### src/rtl/div_gen_0.sv
// rtl/div_gen_0.sv - sequential signed restoring divider (2W/W), optional DIV_GEN_EARLY_EXIT_EN
module div_gen_0 #(
    parameter int WIDTH = 32
) (
    input  logic                 CLK,
    input  logic                 RST_N,
    input  logic                 CE,
    input  logic                 START,
    input  logic [2*WIDTH-1:0]   A,
    input  logic [WIDTH-1:0]     B,
    output logic                 BUSY,
    output logic                 DONE,
    output logic [WIDTH-1:0]     Q,
    output logic [WIDTH-1:0]     R,
    output logic                 OVF,
    output logic                 DIV0
);

    localparam int CW = $clog2(WIDTH + 1);
    localparam logic [CW-1:0]    CNT_LAST = CW'(WIDTH - 1);
    localparam logic [WIDTH-1:0] MAX_POS  = {1'b0, {(WIDTH-1){1'b1}}};
    localparam logic [WIDTH-1:0] MIN_NEG  = {1'b1, {(WIDTH-1){1'b0}}};

    typedef enum logic [1:0] {
        S_IDLE = 2'd0,
        S_CALC = 2'd1,
        S_FIX  = 2'd2
    } state_t;

    state_t           state_q, state_d;
    logic [CW-1:0]    cnt_q, cnt_d;
    // a_lo_q starts as the low half of |A| and fills up with quotient bits as it shifts out
    logic [WIDTH-1:0] a_lo_q, a_lo_d;
    logic [WIDTH-1:0] rem_q, rem_d;
    logic [WIDTH-1:0] b_mag_q, b_mag_d;
    logic [WIDTH-1:0] a_raw_lo_q, a_raw_lo_d;
    logic             sgn_a_q, sgn_a_d;
    logic             sgn_q_q, sgn_q_d;
    logic             pre_ovf_q, pre_ovf_d;
    logic             b_zero_q, b_zero_d;
    logic [WIDTH-1:0] q_q, q_d;
    logic [WIDTH-1:0] r_q, r_d;
    logic             ovf_q, ovf_d;
    logic             div0_q, div0_d;
    logic             done_q, done_d;

    logic [2*WIDTH-1:0] a_abs;
    logic [WIDTH-1:0]   b_abs;
    logic               pre_ovf_in;
    logic               b_zero_in;
    logic [WIDTH:0]     trial;
    logic [WIDTH-1:0]   diff;
    logic               trial_ge;
    logic               ovf_fix;

    // Operand magnitudes, the precheck and one restoring-division step
    always_comb begin
        a_abs      = A[2*WIDTH-1] ? -A : A;
        b_abs      = B[WIDTH-1] ? -B : B;
        pre_ovf_in = (a_abs[2*WIDTH-1:WIDTH] >= b_abs);
        b_zero_in  = (B == '0);
        trial      = {rem_q, a_lo_q[WIDTH-1]};
        trial_ge   = (trial >= {1'b0, b_mag_q});
        diff       = trial[WIDTH-1:0] - b_mag_q;
        ovf_fix    = pre_ovf_q
                   | (~sgn_q_q & (a_lo_q > MAX_POS))
                   | ( sgn_q_q & (a_lo_q > MIN_NEG));
    end

    // Next-state and datapath updates; nothing moves while CE is low
    always_comb begin
        state_d    = state_q;
        cnt_d      = cnt_q;
        a_lo_d     = a_lo_q;
        rem_d      = rem_q;
        b_mag_d    = b_mag_q;
        a_raw_lo_d = a_raw_lo_q;
        sgn_a_d    = sgn_a_q;
        sgn_q_d    = sgn_q_q;
        pre_ovf_d  = pre_ovf_q;
        b_zero_d   = b_zero_q;
        q_d        = q_q;
        r_d        = r_q;
        ovf_d      = ovf_q;
        div0_d     = div0_q;
        done_d     = done_q;

        if (CE) begin
            done_d = 1'b0;
            unique case (state_q)
                S_IDLE: begin
                    if (START) begin
                        rem_d      = a_abs[2*WIDTH-1:WIDTH];
                        a_lo_d     = a_abs[WIDTH-1:0];
                        b_mag_d    = b_abs;
                        a_raw_lo_d = A[WIDTH-1:0];
                        sgn_a_d    = A[2*WIDTH-1];
                        sgn_q_d    = A[2*WIDTH-1] ^ B[WIDTH-1];
                        pre_ovf_d  = pre_ovf_in;
                        b_zero_d   = b_zero_in;
                        cnt_d      = '0;
`ifdef DIV_GEN_EARLY_EXIT_EN
                        state_d    = (pre_ovf_in | b_zero_in) ? S_FIX : S_CALC;
`else
                        state_d    = S_CALC;
`endif
                    end
                end
                S_CALC: begin
                    rem_d  = trial_ge ? diff : trial[WIDTH-1:0];
                    a_lo_d = {a_lo_q[WIDTH-2:0], trial_ge};
                    cnt_d  = cnt_q + 1'b1;
                    if (cnt_q == CNT_LAST) begin
                        state_d = S_FIX;
                    end
                end
                S_FIX: begin
                    done_d  = 1'b1;
                    state_d = S_IDLE;
                    if (b_zero_q) begin
                        div0_d = 1'b1;
                        ovf_d  = 1'b0;
                        q_d    = sgn_a_q ? MIN_NEG : MAX_POS;
                        r_d    = a_raw_lo_q;
                    end else if (ovf_fix) begin
                        div0_d = 1'b0;
                        ovf_d  = 1'b1;
                        q_d    = sgn_q_q ? MIN_NEG : MAX_POS;
                        r_d    = '0;
                    end else begin
                        div0_d = 1'b0;
                        ovf_d  = 1'b0;
                        q_d    = sgn_q_q ? -a_lo_q : a_lo_q;
                        r_d    = sgn_a_q ? -rem_q : rem_q;
                    end
                end
                default: begin
                    state_d = S_IDLE;
                end
            endcase
        end
    end

    // State and result registers, asynchronously cleared
    always_ff @(posedge CLK or negedge RST_N) begin
        if (!RST_N) begin
            state_q    <= S_IDLE;
            cnt_q      <= '0;
            a_lo_q     <= '0;
            rem_q      <= '0;
            b_mag_q    <= '0;
            a_raw_lo_q <= '0;
            sgn_a_q    <= 1'b0;
            sgn_q_q    <= 1'b0;
            pre_ovf_q  <= 1'b0;
            b_zero_q   <= 1'b0;
            q_q        <= '0;
            r_q        <= '0;
            ovf_q      <= 1'b0;
            div0_q     <= 1'b0;
            done_q     <= 1'b0;
        end else begin
            state_q    <= state_d;
            cnt_q      <= cnt_d;
            a_lo_q     <= a_lo_d;
            rem_q      <= rem_d;
            b_mag_q    <= b_mag_d;
            a_raw_lo_q <= a_raw_lo_d;
            sgn_a_q    <= sgn_a_d;
            sgn_q_q    <= sgn_q_d;
            pre_ovf_q  <= pre_ovf_d;
            b_zero_q   <= b_zero_d;
            q_q        <= q_d;
            r_q        <= r_d;
            ovf_q      <= ovf_d;
            div0_q     <= div0_d;
            done_q     <= done_d;
        end
    end

    assign BUSY = (state_q != S_IDLE);
    assign DONE = done_q;
    assign Q    = q_q;
    assign R    = r_q;
    assign OVF  = ovf_q;
    assign DIV0 = div0_q;

endmodule
### config.mk
export PLATFORM = sky130hd
export DESIGN_NAME = div_gen_0
export DESIGN_NICKNAME = d
export VERILOG_FILES = /design/src/rtl/div_gen_0.sv
export SDC_FILE = /design/constraint.sdc
export NUM_CORES = 1
export LEC_CHECK = 0
export CAP_MARGIN = 20
export CORE_ASPECT_RATIO = 1.1
export CORE_MARGIN = 2
export CORE_UTILIZATION = 40
export DETAILED_ROUTE_END_ITERATION = 10
export PLACE_DENSITY = 0.68
export SLEW_MARGIN = 10
export SYNTH_ARGS = -nofsm -noshare
export SYNTH_HDL_FRONTEND = slang
export SYNTH_SLANG_ARGS = --single-unit
### constraint.sdc
create_clock -name CLK -period 4.95 [get_ports CLK]
set_input_delay 0.495 -clock CLK [delete_from_list [all_inputs] [get_ports CLK]]
set_output_delay 0.495 -clock CLK [all_outputs]
set_load 0.05 [all_outputs]
======== Word level (Yosys, flattened, before mapping) ========
Index checks and enable logic that the tools add are counted.
W data, S select, Z words.
cells by class
  bitwise gates (word level) .............. 6
  order comparisons ....................... 4
  reduce and logical (&&, ||, !) cells .... 8
  equal/unequal tests ..................... 5
  add/sub/neg operators ................... 6
  muxes and demuxes ....................... 24
operators with widths
  operator                number
  $mux W32                12
  $pmux W32 S2            2
  $neg A32 Y32            3
  $mux W64                1
  $neg A64 Y64            1
  $ge A33 B32 Y1          1
  $ge A32 B32 Y1          1
  $gt A32 B31 Y1 const B  1
  $gt A32 B32 Y1 const B  1
  $logic_not A32 Y1       1
  $sub A32 B32 Y32        1
  $pmux W6 S2             1
  $reduce_and A3 Y1       3
  $add A6 B1 Y6 const B   1
  $eq A6 B5 Y1 const B    1
  $mux W6                 1
  $mux W1                 4
  $mux W2                 2
  $ne A2 B2 Y1 const B    2
  $pmux W2 S2             1
  $reduce_bool A2 Y1      2
  $and A1 B1 Y1           2
  $eq A2 B1 Y1 const B    1
  $eq A2 B2 Y1 const B    1
  other kinds (5)         6
storage, ports and cells
  input port bits ......................... 100
  register bits after elaboration ......... 207

======== Longest topological paths before layout ========
Gate-level depths: netlist (run 1).
  word-level depth ........................ 6
  gate-level depth with buffers ........... 20
  depth with buffers taken out ............ 18

======== Worst setup path before layout (run 1) ========
OpenSTA, ideal clock, no wires.
  path type ............................... input to register
  start point ............................. input port A[1]
  end point ............................... register pre_ovf_q
  setup slack ............................. 1016 ps
  stages .................................. 19
  arrival ................................. 3805 ps
  required time ........................... 4821 ps
  buffers on the path ..................... 2
  cells stage by stage .................... inv_1 -> ha_1 -> nor3b_1 -> nand3_1 -> or3_1 -> clkbuf_1 -> or3_1 -> clkbuf_1 -> nand2b_1 -> o41ai_1 -> xnor2_1 -> ha_1 -> a21o_1 -> a21o_1 -> a21oi_1 -> o21ai_0 -> a21o_1 -> a211oi_1 -> a21oi_1
between the ends
  word-level cells in the longest chain between the ends .. 3
RTL lines
  element                 line  source
  start: declaration      9     input logic [2*WIDTH-1:0] A,
  $neg A64 Y64            58    a_abs = A[2*WIDTH-1] ? -A : A;
  $mux W64                58
  $ge A32 B32 Y1          60    pre_ovf_in = (a_abs[2*WIDTH-1:WIDTH] >= b_abs);
  end signal: assignment  171   pre_ovf_q <= pre_ovf_d;
  end: declaration        39    logic pre_ovf_q, pre_ovf_d;
Every way passes these cells.
A chain may end at the register's enable or synchronous reset.

======== Worst setup path after layout (run 1) ========
Same ends and word-level chain as after synthesis.

==> flow_summary_export.csv, run 1 <==
group,metric,value,unit
floorplan,die-area,38500,um2
power_and_ir_drop,total_leakage_power,0.00755,uW
floorplan,rows,73,
global_route,antenna_found_initial,0,
yosys,synth_top_flop_cell,"dfrtp_1",
global_route,grt_max_degree,93,
critical_path,crit_slowest_cell,"or3_1",
timing,rsz0062_at_grt,"false",
drt,wirelength,47.5,mm
cells_and_area,nets,2125,
timing,fmax,230,MHz
timing,finalHoldViolCount,13,
critical_path,worst_ep_required_time,5.35,ns
timing,finalSetupViolations,0,
floorplan,coreArea,36300,um2
clocking,cts_buffer_depth,3,
yosys,synthArstFlopShare,100,%
power_and_ir_drop,switching_share,44.8,%
yosys,synth-seq-area-share,35.0,%
yosys,synth_top_area_share,35.0,%
critical_path,crit_chain,"clkdlybuf4s50_1 -> inv_1 -> ha_1 -> nor3b_1 -> nand3_1 -> or3_1 -> or3_1 -> nand2b_1 -> o41ai_1 -> xnor2_1 -> ha_1 -> a21o_1 -> a21o_1 -> a21oi_1 -> o21ai_0 -> a21o_1 -> a211oi_1 -> a21oi_1",
yosys,synthCells,1819,
timing,relSlewSlack,30.4,%
cells_and_area,drive_gt1_share,6.44,%
place,gp_congestion,0.970,
drt,drtIter0Drc,935,
critical_path,setup.worst_path.start,"A[1]",
yosys,yosysTopAreaCell,"dfrtp_1",
yosys,synth_warnings,0,
clocking,holdBufCountCts,0,
yosys,syn_avg_cell_area,8.13,um2
critical_path,cp.arrival,4.75,ns
timing,tns,0,ns
min_path,hold_path.class,"input pin to async pin",
global_route,grt_pass1_wl,74.7,mm
clocking,ctsRootBufferMaster,"clkbuf_16",
drt,wl_per_cell,19.3,um
critical_path,crit_top_cell,"a21o_1",
run,cap_violations,0,
place,io_buffers,167,
global_route,grt_usage,24.4,%
yosys,ys_ff_latch,207,
yosys,syn_nets,1989,
drt,firstDrtPassIters,6,
yosys,synth_area,14800,um2
floorplan,dieHeight,206,um
drt,drc,0,
floorplan,ios,168,
timing,worstMarginPinSlew,1.04,ns
timing,hold_slack,-0.0366,ns
drt,ant_nets,0,
critical_path,crit_family,"simple AND/OR/NAND/NOR gates",
global_route,grt_overflow,0,
place,dp_hpwl,36.6,mm
cells_and_area,area_delta_synth_final,21.1,%
power_and_ir_drop,ir_drop,0.216,mV
clocking,cts_resized,0,
drt,viasPerCell,5.66,
power_and_ir_drop,p_int,5400,uW
floorplan,die-width,187,um
floorplan,start_util,40.8,%
critical_path,worstSetupPathType,"input pin to flop",
power_and_ir_drop,pwr-share-seq,28.5,%
clocking,clock-sinks,207,
critical_path,crit_cells,18,
critical_path,regToRegStartpoint,"rem_q[23]",
clocking,clkTransAtPathRegs,0.06,ns
critical_path,crit_end,"pre_ovf_q",
critical_path,path_buf_inv,2,
clocking,post-cts-setup-buffers,0,
cells_and_area,n_antenna_cell,0,
global_route,grt_pass1_vias,13500,
yosys,synth_edf_count,0,
timing,slew_viol_final,0,
clocking,cts_tree,"yes",
timing,period_share,87.8,%
critical_path,regToRegEndpoint,"rem_q[29]",
status,violations,"negative hold slack",
power_and_ir_drop,power_density,546,nW/um2
critical_path,path_max_fanout,7,
critical_path,rrSetupSlack,0.94,ns
power_and_ir_drop,power_frac_clock,19.6,%
power_and_ir_drop,combPwrFrac,51.9,%
yosys,ys_types,75,
status,status,"complete, but fails checks",
clocking,cts-buffers-inserted,24,
power_and_ir_drop,power_switching,4390,uW
clocking,clock_latency,0.53,ns
power_and_ir_drop,power,9790,uW
critical_path,critical_path.startpoint_type,"input pin",
timing,finalClockSkew,0.0164,ns
clocking,htree_num_levels,1,
yosys,synthTopCellsByArea,"dfrtp_1 35%, nand2_1 8.1%, o21ai_0 6.3%, xor2_1 5.9%, ha_1 5.8%",
critical_path,max_stage_delay,0.50,ns
timing,fin_crit,4.34,ns
drt,num_vias,13900,
critical_path,rr_worst_depth,10,
cells_and_area,final_util,49.4,%
critical_path,end_kind,"flop",
==> layout by cell type, fill, tap and decap left out, types with 24 or more instances in the layout <==
master	instances
o41ai_1	24
inv_1	54
dfrtp_1	206
o31ai_1	37
a21oi_1	104
o21ai_0	186
buf_4	47
xor2_1	100
xnor2_1	78
nor3_1	44
ha_1	69
nand3_1	35
nand2_1	319
clkbuf_16	25
nor2_1	117
clkdlybuf4s50_1	165
==> cell families (layout without fill, tap and decap cells) <==
kind of cell / Yosys count / count (layout) / share of synthesized area, %
flops: 207 / 207 / 35.0
mux: 8 / 8 / 0.550
simple gates: 671 / 671 / 21.3
fa+ha+maj: 70 / 70 / 5.97
xor+xnor: 178 / 178 / 10.5
buf+inv: 159 / 312 / 4.06
compound gates: 526 / 526 / 22.6
==> area by class of cell <==
class                   count  area (um2)
fillers                  3531       18300
multi-input cells        1453        9030
well taps                 487         609
repair buffers            215        2040
clock buffers              29         661
inverters                  54         203
clock inverters            14         188
flip-flops and latches    207        5180
==> cells in the mapped netlist (4+ instances only) <==
cell type	n
or4_1	16
inv_1	54
a221oi_1	13
dfrtp_1	207
o311ai_0	20
nand2b_1	18
mux2i_1	7
nand3b_1	4
a211oi_1	6
and2_1	8
a22o_1	5
xor2_1	100
a21oi_1	104
a22oi_1	21
or3_4	4
nor3b_1	4
o21ai_0	187
xnor2_1	78
nand2_1	320
and3_1	9
nor2b_1	10
o21bai_1	4
o211ai_1	9
nand3_1	35
a31oi_1	15
nand4b_1	5
clkbuf_1	95
nor4_1	11
nand4_1	14
buf_1	7
o31a_1	8
o21a_1	14
o31ai_1	37
nor2_1	119
or3_1	23
or2_2	10
nor3_1	44
a21o_1	20
a21boi_0	5
o41ai_1	24
ha_1	69
==> metrics by stage <==
| stage | setup WS [ns] | std cells | area, um2 | hold WS [ns] |
|---|---|---|---|---|
| finish | 0.606 | 2459 | 17900 | -0.0366 |
| global route | 0.327 | 2459 | 17900 | 0.0263 |
| CTS | 0.622 | 2459 | 17900 | 0.00496 |
| detailed placement | 0.107 | 2416 | 17100 | 0.463 |
| global placement | 0.170 | 2416 | 17100 | 0.459 |
| floorplan | 1.02 | 1819 | 14800 | 0.199 |
==> state kept, by name, indices dropped and copies added, names as in the netlist, 2 cells and up <==
name / flops
cnt_q: 6
a_raw_lo_q: 32
b_mag_q: 32
Q: 32
state_q: 2
R: 32
a_lo_q: 32
rem_q: 32
==> power groups by stage <==
stage | clock [uW] | sequential [uW] | combinational [uW]
floorplan | 0 | 2720 | 3570
finish | 1920 | 2790 | 5080
CTS | 1940 | 2770 | 5030
detailed placement | 0 | 2800 | 5000
global route | 2010 | 2860 | 5620
global placement | 0 | 2770 | 4950
==> worst min path at each step <==
stage	from	to	slack (ns)	depth (start not counted)
floorplan	RST_N	DIV0	0.20	0
global placement	a_raw_lo_q[22]	a_raw_lo_q[22]	0.46	2
detailed placement	a_raw_lo_q[31]	a_raw_lo_q[31]	0.46	2
CTS	RST_N	a_lo_q[9]	0.005	1
global route	RST_N	a_lo_q[14]	0.03	1
finish	RST_N	a_lo_q[9]	-0.04	1
==> routing by layer <==
layer | vias to the layer above | global-route usage, % | routed length (um)
li1 | 6765 | - | -
met1 | 6645 | 32.3 | 21100
met2 | 429 | 41.6 | 22100
met3 | 83 | 2.20 | 2520
met4 | 0 | 8.84 | 1680
met5 | - | 0 | 0
Note: power is estimated with default switching activity, not from simulation.
==> run 2: changes to the inputs <==
Settings changed: RECOVER_POWER set to 100, REMOVE_ABC_BUFFERS set to 1.
==> run 2 against run 1 <==
The flow finishes with violations (negative hold slack, max-capacitance violations, max-slew violations). Clock power down 8%. Die area did not move. Sequential power hardly changed.
==> flow_summary_export.csv, run 2 (synthesized netlist as in run 1, its figures left out) <==
group,metric,value,unit
status,status,"complete, but fails checks",
status,violations,"negative hold slack, max-capacitance violations, max-slew violations",
timing,rsz0062_at_grt,"false",
cells_and_area,final_common_cell,"nand2_1",
drt,firstDrtPassIters,6,
power_and_ir_drop,total_leakage_power,0.00769,uW
timing,relSlewSlack,-86.5,%
timing,finalHoldViolCount,5,
floorplan,die-area,38500,um2
min_path,hold_path.class,"input pin to async pin",
floorplan,dieHeight,206,um
clocking,cts_tree,"yes",
clocking,htree_num_levels,1,
clocking,cts_resized,0,
critical_path,regToRegStartpoint,"rem_q[22]",
clocking,clock-sinks,207,
critical_path,path_max_fanout,9,
floorplan,ios,168,
clocking,ctsRootBufferMaster,"clkbuf_16",
drt,ant_nets,0,
critical_path,worstSetupPathType,"flop to flop",
critical_path,crit_slowest_cell,"nor3_1",
critical_path,critical_path.startpoint_type,"flop",
clocking,holdBufCountCts,0,
floorplan,start_util,40.8,%
cells_and_area,area_delta_synth_final,20.2,%
timing,finalClockSkew,0.00883,ns
drt,viasPerCell,5.71,
critical_path,rrSetupSlack,0.41,ns
timing,tns,0,ns
timing,period_share,91.7,%
drt,drc,0,
timing,finalSetupViolations,0,
critical_path,crit_cells,11,
critical_path,crit_end,"rem_q[1]",
drt,wirelength,48.3,mm
run,cap_violations,7,
drt,wl_per_cell,19.6,um
timing,fmax,220,MHz
timing,worstMarginPinSlew,2.80,ns
critical_path,path_buf_inv,1,
cells_and_area,nets,2129,
place,dp_hpwl,37.0,mm
critical_path,worst_ep_required_time,5.38,ns
global_route,grt_overflow,0,
clocking,cts-buffers-inserted,24,
critical_path,crit_family,"simple AND/OR/NAND/NOR gates",
global_route,grt_max_degree,86,
place,gp_congestion,0.943,
cells_and_area,n_antenna_cell,0,
critical_path,rr_worst_depth,11,
power_and_ir_drop,ir_drop,0.218,mV
critical_path,end_kind,"flop",
clocking,cts_buffer_depth,3,
clocking,clkTransAtPathRegs,0.06,ns
drt,num_vias,14100,
timing,fin_crit,4.54,ns
place,io_buffers,167,
global_route,grt_pass1_wl,76.7,mm
cells_and_area,final_cell_mix,"320 x nand2_1, 206 x dfrtp_1, 188 x o21ai_0, 119 x nor2_1, 104 x a21oi_1",
cells_and_area,final_util,49.1,%
power_and_ir_drop,power_density,539,nW/um2
drt,drtIter0Drc,867,
global_route,grt_usage,24.9,%
cells_and_area,drive_gt1_share,5.61,%
critical_path,crit_chain,"ha_1 -> a21oi_1 -> nor3b_1 -> a211oi_1 -> a211oi_1 -> o211ai_1 -> or4_1 -> nor3_1 -> clkbuf_1 -> a22oi_1 -> a22oi_1",
clocking,clock_latency,0.53,ns
floorplan,coreArea,36300,um2
critical_path,cp.arrival,4.97,ns
global_route,antenna_found_initial,0,
floorplan,die-width,187,um
critical_path,setup.worst_path.start,"rem_q[22]",
timing,slew_viol_final,301,
global_route,grt_pass1_vias,13800,
clocking,post-cts-setup-buffers,0,
floorplan,rows,73,
critical_path,max_stage_delay,0.78,ns
timing,hold_slack,-0.0175,ns
critical_path,regToRegEndpoint,"rem_q[1]",
==> run 2: worst min-delay path by stage <==
stage	end	slack [ns]	cells after the start
floorplan	DIV0	0.20	0
global placement	a_raw_lo_q[18]	0.46	2
detailed placement	a_raw_lo_q[19]	0.46	2
CTS	a_raw_lo_q[3]	0.05	1
global route	R[4]	0.08	1
finish	a_raw_lo_q[3]	-0.02	1
==> run 2: worst register-to-register path, cell delays in order, from the launching register on <==
cell and delay, ns:
dfrtp_1 0.47, ha_1 0.30, a21oi_1 0.32, nor3b_1 0.35
a211oi_1 0.15, a211oi_1 0.43, o211ai_1 0.18, or4_1 0.61
nor3_1 0.78, clkbuf_1 0.46, a22oi_1 0.19, a22oi_1 0.18
==> run 2: area by class of cell <==
| type | instances | area [um2] |
|---|---|---|
| Clock buffer | 37 | 741 |
| Clock inverter | 7 | 41.3 |
| Fill cell | 3570 | 18500 |
| Inverter | 54 | 203 |
| Multi-Input combinational cell | 1453 | 9000 |
| Sequential cell | 207 | 5180 |
| Tap cell | 487 | 609 |
| Timing Repair Buffer | 219 | 2010 |
==> run 2: per-stage QoR <==
step	setup WS, ns	power [uW]	cell area, um2	cells
after floorplan	-0.106	6230	14400	1714
after global placement	0.156	7730	17100	2419
after detailed placement	0.0971	7800	17100	2419
after CTS	0.623	9590	17900	2463
after global routing	0.159	10300	17800	2464
final	0.409	9590	17800	2464
==> run 2: power by group <==
group | switching [uW] | internal, uW
combinational | 3000 | 2040
sequential | 620 | 2160
clock | 737 | 1030
==> run 2: metal layers <==
metal,routed length (um),track usage (%),share of wire [%]
met1,21300,32.7,44
met2,23300,43.8,48
met3,2370,2.42,4.9
met4,1290,6.94,2.7
met5,0,0,0
